## src/rtl/core_pkg.sv

```systemverilog
// Shared fetch-stage definitions: FSM encoding, the NOP used as the reset instruction, default reset PC.
package core_pkg;

  typedef enum logic [1:0] {
    S_FETCH = 2'd0,
    S_WAIT  = 2'd1,
    S_HOLD  = 2'd2,
    S_HALT  = 2'd3
  } if_state_e;

  // addi x0, x0, 0
  localparam logic [31:0] NOP_INSTR        = 32'h0000_0013;
  localparam logic [31:0] DEFAULT_RESET_PC = 32'h0000_0000;

endpackage

```

## src/rtl/pc_reg.sv

```systemverilog
// 32-bit program counter register with synchronous active-high reset and load enable.
// Single-cycle update on load_i; holds its value otherwise.
module pc_reg #(
  parameter logic [31:0] RESET_VAL = 32'h0000_0000
) (
  input  logic        clk,
  input  logic        rst,
  input  logic        load_i,
  input  logic [31:0] d_i,
  output logic [31:0] q_o
);

  logic [31:0] pc_q;
  logic [31:0] pc_d;

  always_comb begin
    pc_d = pc_q;
    if (load_i) pc_d = d_i;
  end

  always_ff @(posedge clk) begin
    if (rst) pc_q <= RESET_VAL;
    else     pc_q <= pc_d;
  end

  assign q_o = pc_q;

endmodule

```

## src/rtl/if_stage.sv

```systemverilog
// Instruction fetch: one outstanding imem request, FETCH->HOLD takes 1 cycle plus the gnt-to-rvalid delay; the word waits in HOLD until decode retires it.
// Define IF_MISALIGN_TRAP_EN to halt with misalign_o on a misaligned next PC; otherwise the low PC bits are cleared.
module if_stage #(
  parameter logic [31:0] RESET_PC = core_pkg::DEFAULT_RESET_PC
) (
  input  logic        clk,
  input  logic        rst,
  input  logic [31:0] pc_seq_i,
  input  logic [31:0] pc_jump_i,
  input  logic        jump_i,
  output logic        imem_req_o,
  output logic [31:0] imem_addr_o,
  input  logic        imem_gnt_i,
  input  logic        imem_rvalid_i,
  input  logic [31:0] imem_rdata_i,
  output logic [31:0] instr_o,
  output logic        instr_valid_o,
  input  logic        instr_ready_i,
  output logic [31:0] pc_o,
  output logic [31:0] pc_add4_o,
  output logic        misalign_o
);
  import core_pkg::*;

  if_state_e   state_q, state_d;
  logic [31:0] instr_q, instr_d;
  logic        misalign_q, misalign_d;
  logic        pc_load;
  logic [31:0] pc_sel;
  logic [31:0] pc_next;
  logic        pc_bad;

  assign pc_sel = jump_i ? pc_jump_i : pc_seq_i;

`ifdef IF_MISALIGN_TRAP_EN
  assign pc_bad  = |pc_sel[1:0];
  assign pc_next = pc_sel;
`else
  assign pc_bad  = 1'b0;
  assign pc_next = pc_sel & ~32'h0000_0003;
`endif

  always_comb begin
    state_d       = state_q;
    instr_d       = instr_q;
    misalign_d    = misalign_q;
    pc_load       = 1'b0;
    imem_req_o    = 1'b0;
    instr_valid_o = 1'b0;
    case (state_q)
      S_FETCH: begin
        imem_req_o = 1'b1;
        if (imem_gnt_i) state_d = S_WAIT;
      end
      // rvalid is only meaningful here, so a same-cycle-as-gnt rvalid is never taken
      S_WAIT: begin
        if (imem_rvalid_i) begin
          instr_d = imem_rdata_i;
          state_d = S_HOLD;
        end
      end
      S_HOLD: begin
        instr_valid_o = 1'b1;
        if (instr_ready_i) begin
          if (pc_bad) begin
            misalign_d = 1'b1;
            state_d    = S_HALT;
          end else begin
            pc_load = 1'b1;
            state_d = S_FETCH;
          end
        end
      end
      S_HALT:  state_d = S_HALT;
      default: state_d = S_FETCH;
    endcase
  end

  always_ff @(posedge clk) begin
    if (rst) begin
      state_q    <= S_FETCH;
      instr_q    <= NOP_INSTR;
      misalign_q <= 1'b0;
    end else begin
      state_q    <= state_d;
      instr_q    <= instr_d;
      misalign_q <= misalign_d;
    end
  end

  pc_reg #(
    .RESET_VAL(RESET_PC)
  ) u_pc_reg (
    .clk    (clk),
    .rst    (rst),
    .load_i (pc_load),
    .d_i    (pc_next),
    .q_o    (pc_o)
  );

  assign imem_addr_o = pc_o;
  assign pc_add4_o   = pc_o + 32'd4;
  assign instr_o     = instr_q;
  assign misalign_o  = misalign_q;

endmodule

```

## config.mk

```make
export PLATFORM = sky130hd
export DESIGN_NAME = if_stage
export DESIGN_NICKNAME = d
export VERILOG_FILES = /design/src/rtl/core_pkg.sv /design/src/rtl/pc_reg.sv /design/src/rtl/if_stage.sv
export SDC_FILE = /design/constraint.sdc
export NUM_CORES = 1
export LEC_CHECK = 0
export ABC_CLOCK_PERIOD_IN_PS = 1800
export BUFFER_PORTS_ARGS = -buffer_cell sky130_fd_sc_hd__buf_2
export CAP_MARGIN = 20
export CORE_ASPECT_RATIO = 1.25
export CORE_MARGIN = 2
export CORE_UTILIZATION = 42
export CTS_CLUSTER_DIAMETER = 50
export DETAILED_ROUTE_END_ITERATION = 8
export PLACE_DENSITY = 0.92
export SLEW_MARGIN = 10
export SYNTH_ARGS = -nofsm -noshare
export SYNTH_HDL_FRONTEND = slang
export SYNTH_SLANG_ARGS = --single-unit
```

## constraint.sdc

```tcl
create_clock -name clk -period 1.8 [get_ports clk]
set_clock_uncertainty 0.15 [all_clocks]
set_input_delay 0 -clock clk [delete_from_list [all_inputs] [get_ports clk]]
set_output_delay 0 -clock clk [all_outputs]
set_load 0.05 [all_outputs]
```

# --- Word level (Yosys, flattened, before mapping) ---
# Cells that the tools add are included.
word_totals:
  regBits: 64
  input_bits: 102
  out_inout_bits: 131
  elab_cells: 22
classes:
  addsub: 1
  eq_ne: 6
  mux: 9
  reduce_logical: 3
ops:
  columns: ["cell", "count"]
  rows:
  - ["32-bit by 3-bit adder with 32-bit output (second input constant)", 1]
  - ["32-bit two-way mux", 1]
  - ["2-bit case mux with 4 select lines", 1]
  - ["2-bit two-way mux", 3]
  - ["2-bit != test (second input constant)", 3]
  - ["2-bit equality test (second input constant)", 2]
  - ["1-bit two-way mux", 4]
  - ["3-bit AND reduction", 1]
  - ["2-bit by 1-bit equality test with 1-bit output (second input constant)", 1]
  - ["2-bit logical NOT", 1]
  - ["2-bit AND reduction", 1]

# --- Logic depth before layout (Yosys ltp) ---
logic_depth:
  ltp_word: 3
  ltp_mapped: 7
  ltp_nobuf: 6

# --- Modules after synthesis ---
# A second synthesis with hierarchy kept.
unflattened:
  cells_unflattened: 413
  area_unflattened_um2: 3626.0
by_module_without_submodules:
  columns: ["mod", "instances", "cells_each", "area_each_um2", "seq_area_each_um2"]
  rows:
  - ["if_stage", 1, 310, 2462.4, 680.7]
  - ["pc_reg", 1, 103, 1163.6, 640.6]

# --- Worst setup path before layout ---
# OpenSTA, ideal clock, no wires.
synth_path:
  path_kind: "flip-flop to output port"
  from: "reg u_pc_reg.pc_q[9] (netlist: u_pc_reg.q_o[9])"
  to: "out pc_add4_o[21]"
  arrival_ps: 2500
  required_time_ps: 1650
  slack_ps: -850
  stages_incl_launch_ff: 5
  n_path_buf: 0
  path_cell_list: "dfxtp_1 > nand4_4 > nor4_4 > nand4_1 > xnor2_1"
synth_via:
  elab_chain_len: 1
synth_lines:
  columns: ["item", "line_no", "source"]
  rows:
  - ["start, declared", "pc_reg.sv:13", "logic [31:0] pc_q;"]
  - ["start signal, assigned", "pc_reg.sv:23", "else pc_q <= pc_d;"]
  - ["32-bit by 3-bit adder with 32-bit output", "if_stage.sv:102", "assign pc_add4_o = pc_o + 32'd4;"]
  - ["end, declared", "if_stage.sv:20", "output logic [31:0] pc_add4_o,"]
# No other way between the ends.

# --- Worst setup path after layout ---
layout_path:
  from: "reg u_pc_reg.pc_q[6] (netlist: u_pc_reg.q_o[6])"
  to: "out pc_add4_o[18]"
# The elaborated chain is that of the path after synthesis.

==> results.txt <==
* Initial DRC count: around 460
- Clock latency on the worst-skew pair, taken at its later pin, is roughly 0.35 ns.
- Mux cell area share after synthesis: a little under a tenth
- The tool flagged a number of max-cap violations equal to 0.
- The flow ran to the end, but the final reports show violations.
- In this run the vertical extent of the chip is between 100 and 150 µm.
- During synthesis, Yosys emitted a total of 0 warnings.
- Gate count after technology mapping: ~410
* Signed area change from the synthesized netlist to the final layout: 98.5%
* Arrival time at the worst endpoint: roughly 2.2 ns
- Leading cell type in the layout, fill and taps excluded: buf_2
- Largest net degree at the start of global routing: 35
- Count of buffers from port buffering: between 200 and 250
* Power Density: 653 nW/µm²
- CTS max path bufs: 2
- GRT overflow: 0
* Number of storage elements in the synthesis netlist: 64
- CTS Buf Count: 9
- The final reports fail on negative setup slack.
- The max-slew violation count was 0.
- Summing the areas of all compound-gate instances in the mapped netlist gives 11.4% of the synthesized area.
* Remaining DRCs: 0
* Number of detailed-routing iterations run before antenna repair: 8
- Type of the setup path with the least slack: register to output port
- Total chip power: 4.42 mW
- The path class of the tightest hold or removal check is input port to register.
- NetSw: 1.75 mW
- Crit path capture type: output port
- In this run the mean area of a mapped cell was ~8.3 µm².
- Across the VDD grid, the largest voltage drop is approximately 0.66 mV.
- Post-DRT Antenna Nets: 0
* Shortest clock period the worst path allows after layout: 2.33 ns
- Synth Area in Adders: about 1.8%
- After the last flow step, the layout net total stands at around 840.
- The number of global-route vias before repair was 4,669.
- Setup tns final: -7.16 ns
- Pint: roughly 2.7 mW
- Achievable frequency: 429 MHz
- CTS placed an instance of clkbuf_8 at the clock tree root.
* Maximum level of the CTS H-tree: 3
- In this run, placement finished with an instance count of roughly 700.
- After the flow finishes, the layout carries non-filler instances totaling between 800 and 900.
- Final RePlAce weighted congestion: 0.887
* Ratio of cells with drive above 1 in the final layout: 51.9%
- From left edge to right edge, the die measures between 80 and 90 µm.
* Global-route wire length before repair: 25.2 mm
* Final worst path period share: 130%
- Data required time of the critical path: 1.65 ns
- Routed WL per cell: about 22 µm
- Clock-pin transition on the worst setup and hold timing paths: 0.09 ns
- Average vias per placed instance: roughly 5.7
- Nature of the critical path startpoint: register
* DR vias: ~4,700
* Setup repair after global routing missed its margin: yes
* # rows: 36
* Aggregate routed wire length: roughly 18 mm
* Antenna violations before repair: 0
- Final setup violation count: 24
* Slew @ Worst Pin: approximately 0.52 ns
- Core Box Area: 7840 µm²
* Worst reg2reg setup slack: approximately 0.07 ns
- Sequential share of power: 35.2%
- Across all setup checks in the final design, the least slack found is -0.531 ns.
* Initial core utilization: between 40% and 50%
- Of all nets on the critical path, the largest fanout is 7.
- Commonest cells after routing, fill and taps aside: buf_2, dlygate4sd3_1, nand2_1, buf_4
- For this run, the register share of the synthesized area comes to between 30% and 40%.
- TritonCTS clock tree: yes
- Clock net sink count: 64
- After synthesis, the largest family of logic cells by area is simple AND/OR/NAND/NOR gates.
- Counting distinct cell types in the post-synthesis netlist gives 27.
- Detailed-placement wirelength estimate: 8.90 mm
- Diode count: 0
* Overall die area: a little under 9000 µm²
- In this run the count of I/O pins placed on the die edge is about 230.
- For this run, the total global-route usage over all layers was measured as a little over a third.
- Combinational Power Share: between 30% and 40%
- Slew margin rel.: 65.2%
- Clock network fraction of design power: about 28%
- Summing the areas of all xor and xnor instances in the mapped netlist gives under 10% of the synthesized area.
- Leakage Power: roughly 3.3 nW
* Post-Syn Area: 3410 µm²
- Post-synthesis simple-gate area fraction: 20.9%
- Post-layout util: approximately 86%
* Hold Violations, Final: 0
* Net switching fraction of the power: about 40%
==> cells in the mapped netlist <==
| master | n | area (µm²) |
|---|---|---|
| a21oi_1 | 29 | 145 |
| ha_1 | 5 | 62.6 |
| a222oi_1 | 1 | 10.0 |
| buf_2 | 3 | 15.0 |
| nor3_2 | 1 | 10.0 |
| and4_1 | 1 | 8.76 |
| nand2_1 | 72 | 270 |
| and3_1 | 2 | 12.5 |
| nor3_1 | 1 | 5.00 |
| or2_1 | 1 | 6.26 |
| inv_1 | 8 | 30.0 |
| a211oi_1 | 31 | 233 |
| conb_1 | 1 | 3.75 |
| nand4_4 | 2 | 42.5 |
| nor2_1 | 38 | 143 |
| xnor2_1 | 23 | 201 |
| and2_1 | 3 | 18.8 |
| clkbuf_1 | 22 | 82.6 |
| dfxtp_1 | 64 | 1280 |
| nand4_1 | 8 | 50.1 |
| xor2_1 | 5 | 43.8 |
| nand3b_1 | 4 | 30.0 |
| mux2i_1 | 31 | 310 |
| nor4_4 | 2 | 42.5 |
| buf_4 | 37 | 278 |
| nand3_1 | 13 | 65.1 |
| nor4_1 | 1 | 6.26 |
==> per-layer routing <==
metal,GRT usage [%],share of wire (%)
met4,20.7,6.6
met3,6.79,8.7
met5,0,0
met1,39.0,34
met2,65.7,50
==> registers in the layout (all words and copies together) (netlist names) <==
register      cells
instr_o          32
state_q           2
u_pc_reg.q_o     30
==> logic make-up after synthesis <==
kind of cell / Yosys count
flops: 64
mux: 31
xor+xnor: 28
other cells: 1
buf+inv: 70
simple gates: 149
fa+ha+maj: 5
compound gates: 61
==> metrics by stage <==
stage,worst slack [ns],area (µm²),hold slack (ns)
floorplan,-0.144,3900,-0.0259
global placement,-0.00816,5110,0.0598
detailed placement,-0.0982,5110,0.0675
CTS,-0.294,6560,0.00503
global route,-0.553,6760,0.0298
finish,-0.531,6760,0.0233
==> power by group through the flow <==
stage | registers [mW] | logic, mW | clock network [mW]
2_1_floorplan | 1.90 | 0.622 | 0
3_3_place_gp | 1.57 | 1.25 | 0
3_5_place_dp | 1.57 | 1.29 | 0
4_1_cts | 1.54 | 1.50 | 1.24
5_1_grt | 1.56 | 1.68 | 1.34
6_report | 1.56 | 1.61 | 1.25
==> worst max-delay path, stage by stage (launching register included) <==
cell	delay (ns)
dfxtp_4	0.37
nand4_4	0.13
buf_4	0.18
nor4_4	0.22
buf_6	0.18
nand4_1	0.30
xnor2_4	0.26
buf_6	0.18
==> final cells by class <==
class                           instances  area [µm²]
Tap cell                               95         119
Sequential cell                        64        1380
Clock inverter                          6        46.3
Timing Repair Buffer                  373        2710
Fill cell                             366        1080
Multi-Input combinational cell        281        2320
Inverter                                8        30.0
Clock buffer                           10         149
==> path summary, 6_finish.rpt <==
check | startpoint | end | depth (start not counted)
worst min register to register | instr_o[31] | instr_o[31] | 2
worst min-delay path | imem_rvalid_i | instr_o[31] | 4
worst max-delay path | u_pc_reg.q_o[6] | pc_add4_o[18] | 7
worst max register to register | state_q[0] | u_pc_reg.q_o[15] | 6
==> what timing repair did <==
action | 4_1_cts | 5_1_grt
resized for setup | 75 | 24
pin swaps | 26 | 14
hold buffers | 93 | 0
setup buffers | 6 | 11
cloned | 0 | 0
endpoints found under the setup margin | 24 | 63
hold endpoints to repair | 62 | 0
Power figures use the tool's default switching activity.
